==> config.mk <==
export PLATFORM = sky130hd
export DESIGN_NAME = h_pair_sequencer
export DESIGN_NICKNAME = d
export VERILOG_FILES = /design/src/rtl/h_pair_sequencer_pkg.sv /design/src/rtl/h_pair_sequencer_tag_delay.sv /design/src/rtl/h_pair_sequencer.sv
export SDC_FILE = /design/constraint.sdc
export NUM_CORES = 1
export LEC_CHECK = 0
export ABC_AREA = 1
export CAP_MARGIN = 20
export CELL_PAD_IN_SITES_DETAIL_PLACEMENT = 1
export CELL_PAD_IN_SITES_GLOBAL_PLACEMENT = 1
export CORE_AREA = 2 2 183 185
export CTS_CLUSTER_DIAMETER = 120
export DETAILED_ROUTE_END_ITERATION = 8
export DIE_AREA = 0 0 185 187
export MAX_ROUTING_LAYER = met4
export PLACE_DENSITY = 0.88
export REMOVE_ABC_BUFFERS = 1
export SLEW_MARGIN = 5
export SYNTH_ARGS = -nofsm -noshare
export SYNTH_HDL_FRONTEND = slang
export SYNTH_HIERARCHICAL = 1
export SYNTH_SLANG_ARGS = --single-unit
export TNS_END_PERCENT = 30
==> constraint.sdc <==
create_clock -name clk -period 2.7 [get_ports clk]
set_clock_uncertainty 0.15 [all_clocks]
set_input_delay 0.27 -clock clk [delete_from_list [all_inputs] [get_ports clk]]
set_output_delay 0.27 -clock clk [all_outputs]
set_load 0.05 [all_outputs]
==> src/rtl/h_pair_sequencer_pkg.sv <==
// Shared types and helpers for the Hadamard pair sequencer and its tag delay line.
package h_pair_sequencer_pkg;

  localparam int AMP_DATA_W = 8;  // S3.4 amplitude component width

  typedef enum logic [1:0] {
    ST_IDLE  = 2'd0,
    ST_ISSUE = 2'd1,
    ST_DRAIN = 2'd2,
    ST_DONE  = 2'd3
  } seq_state_e;

  // Spread pair number p around bit position t, leaving a 0 there: gives the low index of the pair.
  function automatic logic [31:0] insert_zero_bit(input logic [31:0] p, input logic [31:0] t);
    logic [31:0] low_mask;
    low_mask = (32'd1 << t) - 32'd1;
    return ((p & ~low_mask) << 1) | (p & low_mask);
  endfunction

endpackage

==> src/rtl/h_pair_sequencer_tag_delay.sv <==
// Tag delay line for h_pair_sequencer: carries {valid, lo, hi} alongside the h_gate pipeline.
module h_tag_delay #(
  parameter int DEPTH = 2,
  parameter int AW    = 3
) (
  input  logic          clk,
  input  logic          rst_n,
  input  logic          clr,
  input  logic          push,
  input  logic [AW-1:0] push_lo,
  input  logic [AW-1:0] push_hi,
  output logic          tail_vld,
  output logic [AW-1:0] tail_lo,
  output logic [AW-1:0] tail_hi,
  output logic          pending
);

  logic [DEPTH-1:0] vld_r;
  logic [AW-1:0]    lo_r [DEPTH];
  logic [AW-1:0]    hi_r [DEPTH];

  // Shift register of pair tags; clr flushes synchronously.
  always_ff @(posedge clk or negedge rst_n) begin
    if (!rst_n) begin
      vld_r <= '0;
      for (int k = 0; k < DEPTH; k++) begin
        lo_r[k] <= '0;
        hi_r[k] <= '0;
      end
    end else if (clr) begin
      vld_r <= '0;
      for (int k = 0; k < DEPTH; k++) begin
        lo_r[k] <= '0;
        hi_r[k] <= '0;
      end
    end else begin
      vld_r[0] <= push;
      lo_r[0]  <= push_lo;
      hi_r[0]  <= push_hi;
      for (int k = 1; k < DEPTH; k++) begin
        vld_r[k] <= vld_r[k-1];
        lo_r[k]  <= lo_r[k-1];
        hi_r[k]  <= hi_r[k-1];
      end
    end
  end

  assign tail_vld = vld_r[DEPTH-1];
  assign tail_lo  = lo_r[DEPTH-1];
  assign tail_hi  = hi_r[DEPTH-1];

  // Entries still in flight after this cycle's tail retires.
  always_comb begin
    pending = 1'b0;
    for (int k = 0; k < DEPTH - 1; k++) begin
      pending = pending | vld_r[k];
    end
  end

endmodule

==> src/rtl/h_pair_sequencer.sv <==
// Hadamard pass sequencer: holds the amplitude vector, streams disjoint pairs
// into h_gate and writes the results back in place as they emerge.
module h_pair_sequencer
  import h_pair_sequencer_pkg::*;
#(
  parameter int NUM_QUBITS = 3,
  parameter int DATA_W     = AMP_DATA_W,
  parameter int H_LATENCY  = 2,
  localparam int TW        = (NUM_QUBITS > 1) ? $clog2(NUM_QUBITS) : 1
) (
  input  logic                  clk,
  input  logic                  rst_n,
  input  logic                  start,
  input  logic [TW-1:0]         target,
  output logic                  busy,
  output logic                  done,
  output logic                  err,
  input  logic                  ld_en,
  input  logic [NUM_QUBITS-1:0] ld_addr,
  input  logic [DATA_W-1:0]     ld_r,
  input  logic [DATA_W-1:0]     ld_i,
  input  logic [NUM_QUBITS-1:0] rd_addr,
  output logic [DATA_W-1:0]     rd_r,
  output logic [DATA_W-1:0]     rd_i,
  output logic [DATA_W-1:0]     ha_r,
  output logic [DATA_W-1:0]     ha_i,
  output logic [DATA_W-1:0]     hb_r,
  output logic [DATA_W-1:0]     hb_i,
  input  logic [DATA_W-1:0]     hn_ar,
  input  logic [DATA_W-1:0]     hn_ai,
  input  logic [DATA_W-1:0]     hn_br,
  input  logic [DATA_W-1:0]     hn_bi
);

  localparam int                    DEPTH    = 1 << NUM_QUBITS;
  localparam int                    PAIRS    = 1 << (NUM_QUBITS - 1);
  localparam logic [NUM_QUBITS-1:0] P_LAST   = NUM_QUBITS'(PAIRS - 1);
  localparam logic [TW:0]           NQ_LIMIT = (TW + 1)'(NUM_QUBITS);

  seq_state_e            state_r, state_s;
  logic [TW-1:0]         tgt_r, tgt_s;
  logic [NUM_QUBITS-1:0] p_r, p_s;
  logic                  push_s, err_s, ld_ok_s, flush_s;
  logic [NUM_QUBITS-1:0] lo_nx_s, hi_nx_s;
  logic [NUM_QUBITS-1:0] iss_lo_r, iss_hi_r;
  logic                  tail_vld_s, pending_s;
  logic [NUM_QUBITS-1:0] tail_lo_s, tail_hi_s;
  logic [DATA_W-1:0]     amp_re_r [DEPTH];
  logic [DATA_W-1:0]     amp_im_r [DEPTH];

  // Pair indices for the cycle being entered; ha/hb are registered one edge ahead.
  assign lo_nx_s = NUM_QUBITS'(insert_zero_bit(32'(p_s), 32'(tgt_s)));
  assign hi_nx_s = lo_nx_s | (NUM_QUBITS'(1'b1) << tgt_s);
  assign ld_ok_s = ld_en & (state_r == ST_IDLE);
  assign flush_s = (state_r == ST_IDLE);

  h_tag_delay #(
    .DEPTH (H_LATENCY),
    .AW    (NUM_QUBITS)
  ) u_tag_delay (
    .clk      (clk),
    .rst_n    (rst_n),
    .clr      (flush_s),
    .push     (push_s),
    .push_lo  (iss_lo_r),
    .push_hi  (iss_hi_r),
    .tail_vld (tail_vld_s),
    .tail_lo  (tail_lo_s),
    .tail_hi  (tail_hi_s),
    .pending  (pending_s)
  );

  // Next-state logic; DONE accepts a start exactly like IDLE so passes can chain.
  always_comb begin
    state_s = state_r;
    tgt_s   = tgt_r;
    p_s     = p_r;
    push_s  = 1'b0;
    err_s   = 1'b0;
    case (state_r)
      ST_IDLE, ST_DONE: begin
        if (start) begin
          if ({1'b0, target} < NQ_LIMIT) begin
            tgt_s   = target;
            p_s     = '0;
            state_s = ST_ISSUE;
          end else begin
            err_s   = 1'b1;
            state_s = ST_IDLE;
          end
        end else begin
          state_s = ST_IDLE;
        end
      end
      ST_ISSUE: begin
        push_s = 1'b1;
        p_s    = p_r + NUM_QUBITS'(1'b1);
        if (p_r == P_LAST) begin
          state_s = ST_DRAIN;
        end else begin
          state_s = ST_ISSUE;
        end
      end
      ST_DRAIN: begin
        // The tail retires this cycle, so only the earlier stages matter.
        if (pending_s) begin
          state_s = ST_DRAIN;
        end else begin
          state_s = ST_DONE;
        end
      end
      default: state_s = ST_IDLE;
    endcase
  end

  // FSM state, latched target and pair counter.
  always_ff @(posedge clk or negedge rst_n) begin
    if (!rst_n) begin
      state_r <= ST_IDLE;
      tgt_r   <= '0;
      p_r     <= '0;
    end else begin
      state_r <= state_s;
      tgt_r   <= tgt_s;
      p_r     <= p_s;
    end
  end

  // Registered status pulses and the h_gate operand bus.
  always_ff @(posedge clk or negedge rst_n) begin
    if (!rst_n) begin
      busy     <= 1'b0;
      done     <= 1'b0;
      err      <= 1'b0;
      ha_r     <= '0;
      ha_i     <= '0;
      hb_r     <= '0;
      hb_i     <= '0;
      iss_lo_r <= '0;
      iss_hi_r <= '0;
    end else begin
      busy <= (state_s == ST_ISSUE) || (state_s == ST_DRAIN);
      done <= (state_s == ST_DONE);
      err  <= err_s;
      if (state_s == ST_ISSUE) begin
        ha_r     <= amp_re_r[lo_nx_s];
        ha_i     <= amp_im_r[lo_nx_s];
        hb_r     <= amp_re_r[hi_nx_s];
        hb_i     <= amp_im_r[hi_nx_s];
        iss_lo_r <= lo_nx_s;
        iss_hi_r <= hi_nx_s;
      end else begin
        ha_r     <= '0;
        ha_i     <= '0;
        hb_r     <= '0;
        hb_i     <= '0;
        iss_lo_r <= '0;
        iss_hi_r <= '0;
      end
    end
  end

  // Amplitude storage: host loads only in IDLE, h_gate results land when the tag tail is valid.
  always_ff @(posedge clk or negedge rst_n) begin
    if (!rst_n) begin
      for (int k = 0; k < DEPTH; k++) begin
        amp_re_r[k] <= '0;
        amp_im_r[k] <= '0;
      end
    end else if (ld_ok_s) begin
      amp_re_r[ld_addr] <= ld_r;
      amp_im_r[ld_addr] <= ld_i;
    end else if (tail_vld_s) begin
      amp_re_r[tail_lo_s] <= hn_ar;
      amp_im_r[tail_lo_s] <= hn_ai;
      amp_re_r[tail_hi_s] <= hn_br;
      amp_im_r[tail_hi_s] <= hn_bi;
    end
  end

  // Host read port, one cycle of latency.
  always_ff @(posedge clk or negedge rst_n) begin
    if (!rst_n) begin
      rd_r <= '0;
      rd_i <= '0;
    end else begin
      rd_r <= amp_re_r[rd_addr];
      rd_i <= amp_im_r[rd_addr];
    end
  end

endmodule

==> out/results.ini <==
[critical_path]
rrSetupSlack_ns=0.04
critPathKind=reg -> reg
r2r_cells=16
timing.rr.end=hb_r[2]
worstPathArrival_ns=2.96
cp-end-kind=register
cp_max_fo=11
crit_required_ns=3.01
cp-start-kind=register
r2r-start=state_r[1]

[power_and_ir_drop]
ir_drop_mv=0.945
power.total_mw=23.5
power_density_mw_per_mm2=1430
p_leak_nw=7.12

[clock_network]
cts_buffer_depth=3
path_clk_slew_ns=0.06
clock_latency_ns=0.54
root_buffer=clkbuf_16
cts_made_buffers=24
htreeDepth=1
cts_tree=yes
cts.sinks=206

[global_routing]
grtUsageTotal_pct=36.2
antenna_found_initial=1
grt_max_degree=77
grt_pass1_wl_um=93600
gr-total-overflow=0
grt_pass1_vias=16500

[sta]
finalSetupViolations=0
min_period_ns=2.66
fin_crit_sh_pct=98.4
report.final.hold_viol_count=0
fmax_mhz=377
slew_headroom_pct=29.3
report.final.slew_viol_count=0
tightest_slew_ns=1.06

[floorplan]
num_rows=67
start_util_pct=42.3
core_area_mm2=0.0329
io_pins=111
die_w_um=185
dieHeight_um=187
dieArea_mm2=0.0346

[synthesis]
yosys_warnings=6
syn-cell-area_mm2=0.0139
postSynthCellCount=1961
synth_seq_cells=206
synth_edf_count=0
synth-async-reset-ratio_pct=100
yosysSeqAreaShare_pct=37.1
avgSynthCellArea_um2=7.09
yosysUniqueCellTypes=34
synthFlopType=dfrtp_1

[finish]
drive_gt1_share_pct=8.53
final_nets=2070
instances_no_fill=2466
syn_to_final_growth_pct=18.5
n_fill_cell=4183

[placement]
port_buffers=110
dp_cells=2417
routabilityCongestion=0.904
hpwl_um=37900

[route]
ant_nets=0
drtIter0Drc=1704
wl_per_cell_um=25.3
firstDrtPassIters=7
via_per_inst=6.37
wl_um=62300
drc=0
num_vias=15700

[run]
drv_cap=0

[status]
status=completed

[min_path]
min_path_type=in -> async

-- what timing repair did --
item,CTS,global route
hold buffers,1,0
resized for setup,0,7
setup endpoints to repair,0,26
endpoints found under the hold margin,65,0
buffers inserted,0,4
-- cells in the final DEF (no fill, tap or decap), types with 27 or more instances in the layout --
cell	n
nor2_1	191
nand2_1	377
dfrtp_1	206
o21ai_0	235
buf_4	50
clkbuf_16	27
o21ai_1	27
a21oi_1	108
a31oi_1	112
clkdlybuf4s50_1	109
nand3_1	67
o211ai_1	178
inv_1	178
-- per-stage QoR --
| stage | util, % | setup WS (ns) | area, µm² | hold WS (ns) | TNS [ns] |
|---|---|---|---|---|---|
| 4_1_cts | 49.7 | 0.0401 | 16300 | 0.168 | 0 |
| 3_3_place_gp | 47.2 | 0.239 | 15500 | 0.156 | 0 |
| 5_1_grt | 50.1 | -0.0264 | 16500 | 0.208 | -0.128 |
| 6_report | 50.1 | 0.0441 | 16500 | 0.163 | 0 |
| 2_1_floorplan | - | -0.960 | 13000 | -0.176 | -118.33 |
| 3_5_place_dp | 47.2 | 0.0413 | 15500 | 0.153 | 0 |
-- worst max path at each step --
stage	startpoint	to	slack, ns	cells past startpoint
after floorplan	state_r[0]	amp_im_r[48]	-0.96	7
after global placement	start	ha_i[2]	0.24	13
after detailed placement	state_r[0]	ha_i[0]	0.04	15
after CTS	state_r[0]	ha_i[0]	0.04	15
after global routing	state_r[1]	hb_i[6]	-0.03	15
final	state_r[1]	hb_r[2]	0.04	16
-- state kept, by name, indices dropped and copies added, names as in the netlist --
signal,flops
hb_i,8
err,1
state_r,2
u_tag_delay/tail_lo,3
u_tag_delay/hi_r,3
u_tag_delay/lo_r,3
u_tag_delay/vld_r,2
hb_r,8
p_r,3
rd_i,8
ha_i,8
u_tag_delay/tail_hi,3
amp_im_r,64
rd_r,8
amp_re_r,64
ha_r,8
tgt_r,2
iss_lo_r,3
iss_hi_r,3
busy,1
done,1
-- final cells by class --
cell class	count	area [µm²]	share of cell area, %
multi-input cells	1389	7170	43.5
clock buffers	32	692	4.20
clock inverters	9	125	0.760
inverters	193	727	4.41
flip-flops and latches	206	5150	31.3
diodes	1	2.50	0.0152
well taps	448	561	3.40
repair buffers	188	2040	12.4
-- routing by layer --
metal  global-route usage (%)  vias to the layer above  share of wire [%]
li1                         -                     6804                  -
met5                        -                        -                  0
met1                     43.8                     7627                 38
met4                     22.6                        0                6.8
met3                     6.48                      326                9.2
met2                     55.6                      944                 46
-- Yosys cell counts, types with 19 or more instances --
cell type    n  area (µm²)
a22oi_1     24         180
nor2_1     191         717
inv_1      179         672
buf_4       19         143
buf_2       38         190
clkbuf_1    85         319
a21oi_1    108         541
a31oi_1    112         701
o21ai_0    236        1180
nand2_1    377        1420
o21ai_1     26         130
nand3_1     67         335
o211ai_1   178        1340
dfrtp_1    206        5150
-- logic make-up after synthesis --
kind of cell | share of synthesized area, %
buffers and inverters | 11.5
AND/OR/NAND/NOR | 20.5
adder cells (fa/ha/maj) | 0.720
flip-flops | 37.1
AO/OA/AOI/OAI | 30.2
-- where the power goes --
group          switching [mW]  total, mW  internal, mW
Sequential               1.06       5.55          4.49
Clock                    1.44       3.52          2.07
Combinational            9.61       14.4          4.81
Total                    12.1       23.5          11.4
-- worst max-delay path: stages (launching register included) --
cell and delay, ns:
dfrtp_1 0.41, inv_1 0.13, ha_4 0.22, inv_2 0.09, nand3_2 0.10, nand2_1 0.10, nand2_2 0.12, nand2_4 0.15
inv_2 0.06, nand2_4 0.09, nand2_4 0.09, nor2_4 0.26, clkbuf_16 0.27, nand2_1 0.08, nand3_1 0.07, nand2_1 0.05
nor2_1 0.13
Note: power is estimated with default switching activity, not from simulation.
==> RTL edit 1: new RTL, same settings <==
`NUM_QUBITS`: 3 -> 2.
--- a/src/rtl/h_pair_sequencer.sv
+++ b/src/rtl/h_pair_sequencer.sv
@@ -4,5 +4,5 @@
   import h_pair_sequencer_pkg::*;
 #(
-  parameter int NUM_QUBITS = 3,
+  parameter int NUM_QUBITS = 2,
   parameter int DATA_W     = AMP_DATA_W,
   parameter int H_LATENCY  = 2,
Ports: changed (resized ld_addr, rd_addr and target); port bits go from 111 to 108. The function was not compared with the original's and may differ.
==> RTL edit 1 against the unedited design <==
- maximum frequency increased by 12%
- die area did not move
- setup slack improved by 280 ps
- synthesized area shrank 43%
- non-clock buffer count down 43
- critical path depth shrank 7
- sequential cell count decreased by 73
- total power decreased by 53%
- final cell count decreased by 28%
- design area shrank 39%
- wire length is 50% lower
- critical path type unchanged
- highest routed layer unchanged
==> RTL edit 1: results (changes against the unedited design) <==
| Metric | Value |
|---|---|
| Number of global-route vias before repair | 8,811 (was 16,518) |
| Cell with the largest stage delay on the worst path | nand2_1 (was dfrtp_1) |
| Fillers | 4,180 (was 4,183) |
| Initial DRC count | 566 (was 1,704) |
| Synth top cells by count | nand2_1, inv_1, dfrtp_1 (was nand2_1, o21ai_0, dfrtp_1) |
| CP arrival | 2550 ps (was 2960 ps) |
| Synth Area in Compound Gates | 0.0972 (was 0.302) |
| Seq/Total Area, Yosys | 0.423 (was 0.371) |
| Critical Path Max Stage Delay | 440 ps (was 410 ps) |
| Status | finished, final reports clean (unchanged) |
| Largest cells by area after synthesis | dfrtp_1, nand2_1, inv_1, a21oi_1, nand3_1 (was dfrtp_1, nand2_1, o211ai_1, o21ai_0, nor2_1) |
| Clk buf depth | 2 (was 3) |
| Gate Count Post-Synth | 1,210 (was 1,961) |
| GRT Total Usage | 0.189 (was 0.362) |
| Skew-Pair Late Insertion Delay | 440 ps (was 540 ps) |
| Slew @ Worst Pin | 614 ps (was 1060 ps) |
| H-Tree Depth | 4 (was 1) |
| Hold WC Path Type | in2async (unchanged) |
| RePlAce Congestion | 0.879 (was 0.904) |
| Dpl ws | 114 ps (was 41.3 ps) |
| DP HPWL | 21,500 um (was 37,900 um) |
| Post-synth cell types | 26 (was 34) |
| Layout cells sized above 1 | 0.0717 (was 0.0853) |
| I/O Buffers | 106 (was 110) |
| Area of placed instances | 9470 sq um (was 15,500 sq um) |
| Max IR drop VDD | 0.530 mV (was 0.945 mV) |
| Final WL | 31,200 um (was 62,300 um) |
| Post-layout net count | 1,376 (was 2,070) |
| Global-route wire length before repair | 48,700 um (was 93,600 um) |
| Largest net degree at the start of global routing | 74 (was 77) |
| Top Registers | amp_im_r x32, amp_re_r x32 (was amp_im_r x64, amp_re_r x64) |
| Final Non-Filler Cells | 1,773 (was 2,466) |
| Inst Count DP | 1,737 (was 2,417) |
| Initial antenna violation count | 0 (was 1) |
| Worst-path fanout max | 15 (was 11) |
| Pre-antenna DRT Iters | 5 (was 7) |
| Diode count | 0 (was 1) |
| Post-Synth Adder-Cell Area | 0.0111 (was 0.00720) |
## RTL edit 1: cell count changes after synthesis, moves of 73 or more
cell and delta:
nand2_1 +167, o21ai_0 -174, a31oi_1 -112, o211ai_1 -178
dfrtp_1 -73, nor2_1 -110
## RTL edit 1: final timing paths
kind / cells after the start / endpoint / start / slack, ps
worst max-delay path: 9 / ha_i[2] / state_r[1] / 320
worst min register to register: 2 / u_tag_delay/hi_r[2] / iss_hi_r[0] / 310
worst min-delay path: 2 / ha_r[5] / rst_n / 130
max in group asynchronous: 3 / amp_re_r[18] / rst_n / 1560
worst max register to register: 9 / ha_i[2] / state_r[1] / 320
min in group clk: 2 / u_tag_delay/hi_r[2] / iss_hi_r[0] / 310
## RTL edit 1: layout make-up
cell class | instances | area, sq um | share of cell area
Inverter | 145 | 544 | 0.0541
Tap cell | 448 | 561 | 0.0557
Multi-Input combinational cell | 870 | 3680 | 0.366
Clock buffer | 19 | 443 | 0.0440
Sequential cell | 133 | 3330 | 0.331
Timing Repair Buffer | 145 | 1380 | 0.137
Clock inverter | 13 | 124 | 0.0123
## RTL edit 1: timing repair
item / 4_1_cts / 5_1_grt
endpoints found under the setup margin: 0 / 1
hold buffers: 1 / 0
buffers inserted: 0 / 3
hold endpoints to repair: 130 / 0
resized for setup: 0 / 0
## RTL edit 1: per-layer routing
layer	part of all wire	global-route usage
met2	0.48	0.301
met1	0.42	0.232
met5	0	-
met3	0.061	0.0308
met4	0.042	0.0943
## RTL edit 1: power breakdown
| part | switching [mW] | internal (mW) | leakage, nW |
|---|---|---|---|
| registers | 0.458 | 2.68 | 1.76 |
| logic | 4.03 | 1.68 | 3.15 |
| clock network | 0.986 | 1.30 | 0.270 |
==> RTL edit 2: new RTL, config.mk and constraints unchanged <==
Made on the original files. Make the reset (`rst_n`) synchronous in 5 clocked blocks.
--- a/src/rtl/h_pair_sequencer_tag_delay.sv
+++ b/src/rtl/h_pair_sequencer_tag_delay.sv
@@ -21,5 +21,5 @@
 
   // Shift register of pair tags; clr flushes synchronously.
-  always_ff @(posedge clk or negedge rst_n) begin
+  always_ff @(posedge clk) begin
     if (!rst_n) begin
       vld_r <= '0;
--- a/src/rtl/h_pair_sequencer.sv
+++ b/src/rtl/h_pair_sequencer.sv
@@ -115,5 +115,5 @@
 
   // FSM state, latched target and pair counter.
-  always_ff @(posedge clk or negedge rst_n) begin
+  always_ff @(posedge clk) begin
     if (!rst_n) begin
       state_r <= ST_IDLE;
@@ -128,5 +128,5 @@
 
   // Registered status pulses and the h_gate operand bus.
-  always_ff @(posedge clk or negedge rst_n) begin
+  always_ff @(posedge clk) begin
     if (!rst_n) begin
       busy     <= 1'b0;
@@ -162,5 +162,5 @@
 
   // Amplitude storage: host loads only in IDLE, h_gate results land when the tag tail is valid.
-  always_ff @(posedge clk or negedge rst_n) begin
+  always_ff @(posedge clk) begin
     if (!rst_n) begin
       for (int k = 0; k < DEPTH; k++) begin
@@ -180,5 +180,5 @@
 
   // Host read port, one cycle of latency.
-  always_ff @(posedge clk or negedge rst_n) begin
+  always_ff @(posedge clk) begin
     if (!rst_n) begin
       rd_r <= '0;
Check against the original RTL: differs if rst_n is asserted again (counterexample within 4 cycles, from zero or initial values and one cycle with rst_n low); with rst_n held inactive, the same outputs for 4 cycles.
==> RTL edit 2 against the unedited design <==
- design area down 8.2%
- sequential cell count stayed put
- synthesized area decreased by 15%
- synthesized cell count fell by 23%
- die area did not move
- wire length decreased by 17%
- maximum frequency decreased by 0.17%
- final cell count is 15% lower
- setup slack worse by 4.5 ps
- critical endpoint is now amp_re_r[6][4]
- largest cell class is now registers
Power is not compared: it rests on default switching activity, and its combinational part moved more than twofold at a synthesized area within 25%.
==> RTL edit 2: results (changes against the unedited design) <==
| Metric | Value |
|---|---|
| Status | finished, final reports clean (unchanged) |
| Number of global-route vias before repair | 13,058 (was 16,518) |
| Dpl ws | -1.09 ps (was 41.3 ps) |
| Diode count | 0 (was 1) |
| Slew @ Worst Pin | 677 ps (was 1060 ps) |
| Initial DRC count | 1,393 (was 1,704) |
| CP arrival | 2760 ps (was 2960 ps) |
| Critical Path Max Stage Delay | 350 ps (was 410 ps) |
| Hold WC Path Type | in2reg (was in2async) |
| GRT Total Usage | 0.288 (was 0.362) |
| Pre-antenna DRT Iters | 6 (was 7) |
| Largest cells by area after synthesis | edfxtp_1, dfxtp_1, o21ai_0, nand3_1, nand2_1 (was dfrtp_1, nand2_1, o211ai_1, o21ai_0, nor2_1) |
| Finished layout cell area | 15,100 sq um (was 16,500 sq um) |
| Global-route wire length before repair | 73,500 um (was 93,600 um) |
| R2R depth | 10 (was 16) |
| Post-synth cell types | 32 (was 34) |
| Fillers | 3,959 (was 4,183) |
| Initial antenna violation count | 0 (was 1) |
| Worst-path fanout max | 8 (was 11) |
| Layout cells sized above 1 | 0.123 (was 0.0853) |
| Final WL | 52,000 um (was 62,300 um) |
| Seq/Total Area, Yosys | 0.466 (was 0.371) |
| Post-synth EDFFs | 140 (was 0) |
| RePlAce Congestion | 0.908 (was 0.904) |
| CTS Buf Count | 25 (was 24) |
| Post-layout net count | 1,709 (was 2,070) |
| Synth top cells by count | nand2_1, o21ai_0, nand3_1 (was nand2_1, o21ai_0, dfrtp_1) |
| Area of placed instances | 13,900 sq um (was 15,500 sq um) |
| Via-to-Cell Ratio | 5.99 (was 6.37) |
| Async set-reset flop share out of synthesis | 0 (was 1.00) |
[RTL edit 2: final timing paths]
check	start	end	slack (ps)
max	state_r[0]	amp_re_r[6][4]	40
min reg2reg	u_tag_delay/vld_r[0]	u_tag_delay/vld_r[1]	360
min	rd_addr[0]	rd_i[0]	150
max reg2reg	state_r[0]	amp_re_r[6][4]	40
[RTL edit 2: per-layer routing]
layer  share of wire  global-route usage  vias to the layer above
li1                -                   -                     5440
met1            0.36               0.318                     6105
met2            0.47               0.477                      818
met3           0.098              0.0432                      264
met4           0.073               0.195                        0
met5               0                   -                        -
[RTL edit 2: timing repair]
action,CTS,global route
setup buffers,0,6
gates cloned,0,7
gates resized for setup,1,41
hold buffers,0,0
pin swaps,0,5
setup endpoints to repair,2,285
[RTL edit 2: cell type report]
cell class,instances,share of cell area
Clock buffer,32,0.0458
Clock inverter,14,0.0152
Inverter,151,0.0380
Multi-Input combinational cell,1057,0.352
Sequential cell,206,0.365
Tap cell,448,0.0371
Timing Repair Buffer,200,0.147
[RTL edit 2: power by group]
group | internal (mW) | switching (mW) | total (mW)
Clock | 2.39 | 1.47 | 3.85
Sequential | 3.55 | 0.107 | 3.65
Combinational | 0.772 | 1.55 | 2.32
[RTL edit 2: stage by stage]
step,cells,setup TNS (ps)
after CTS,2095,0
after floorplan,1414,-193590
after detailed placement,2049,-1.09
after global placement,2049,0
after global routing,2108,-293
final,2108,0
[RTL edit 2: tightest hold or removal path: stages]
cell and delay [ps]:
buf_2 90, inv_2 140, o21ai_0 200, a31oi_1 100
[RTL edit 2: cells by family (layout without fill, tap and decap cells)]
logic type | after synthesis | count (layout) | share of synthesized area
AOI/OAI and AO/OA | 424 | 424 | 0.191
and+or+nand+nor | 596 | 596 | 0.223
muxes | 17 | 17 | 0.0159
DFF | 206 | 206 | 0.466
buffers and inverters | 265 | 397 | 0.0953
other | 1 | 12 | 0.000316
adders and majority gates | 8 | 8 | 0.00843
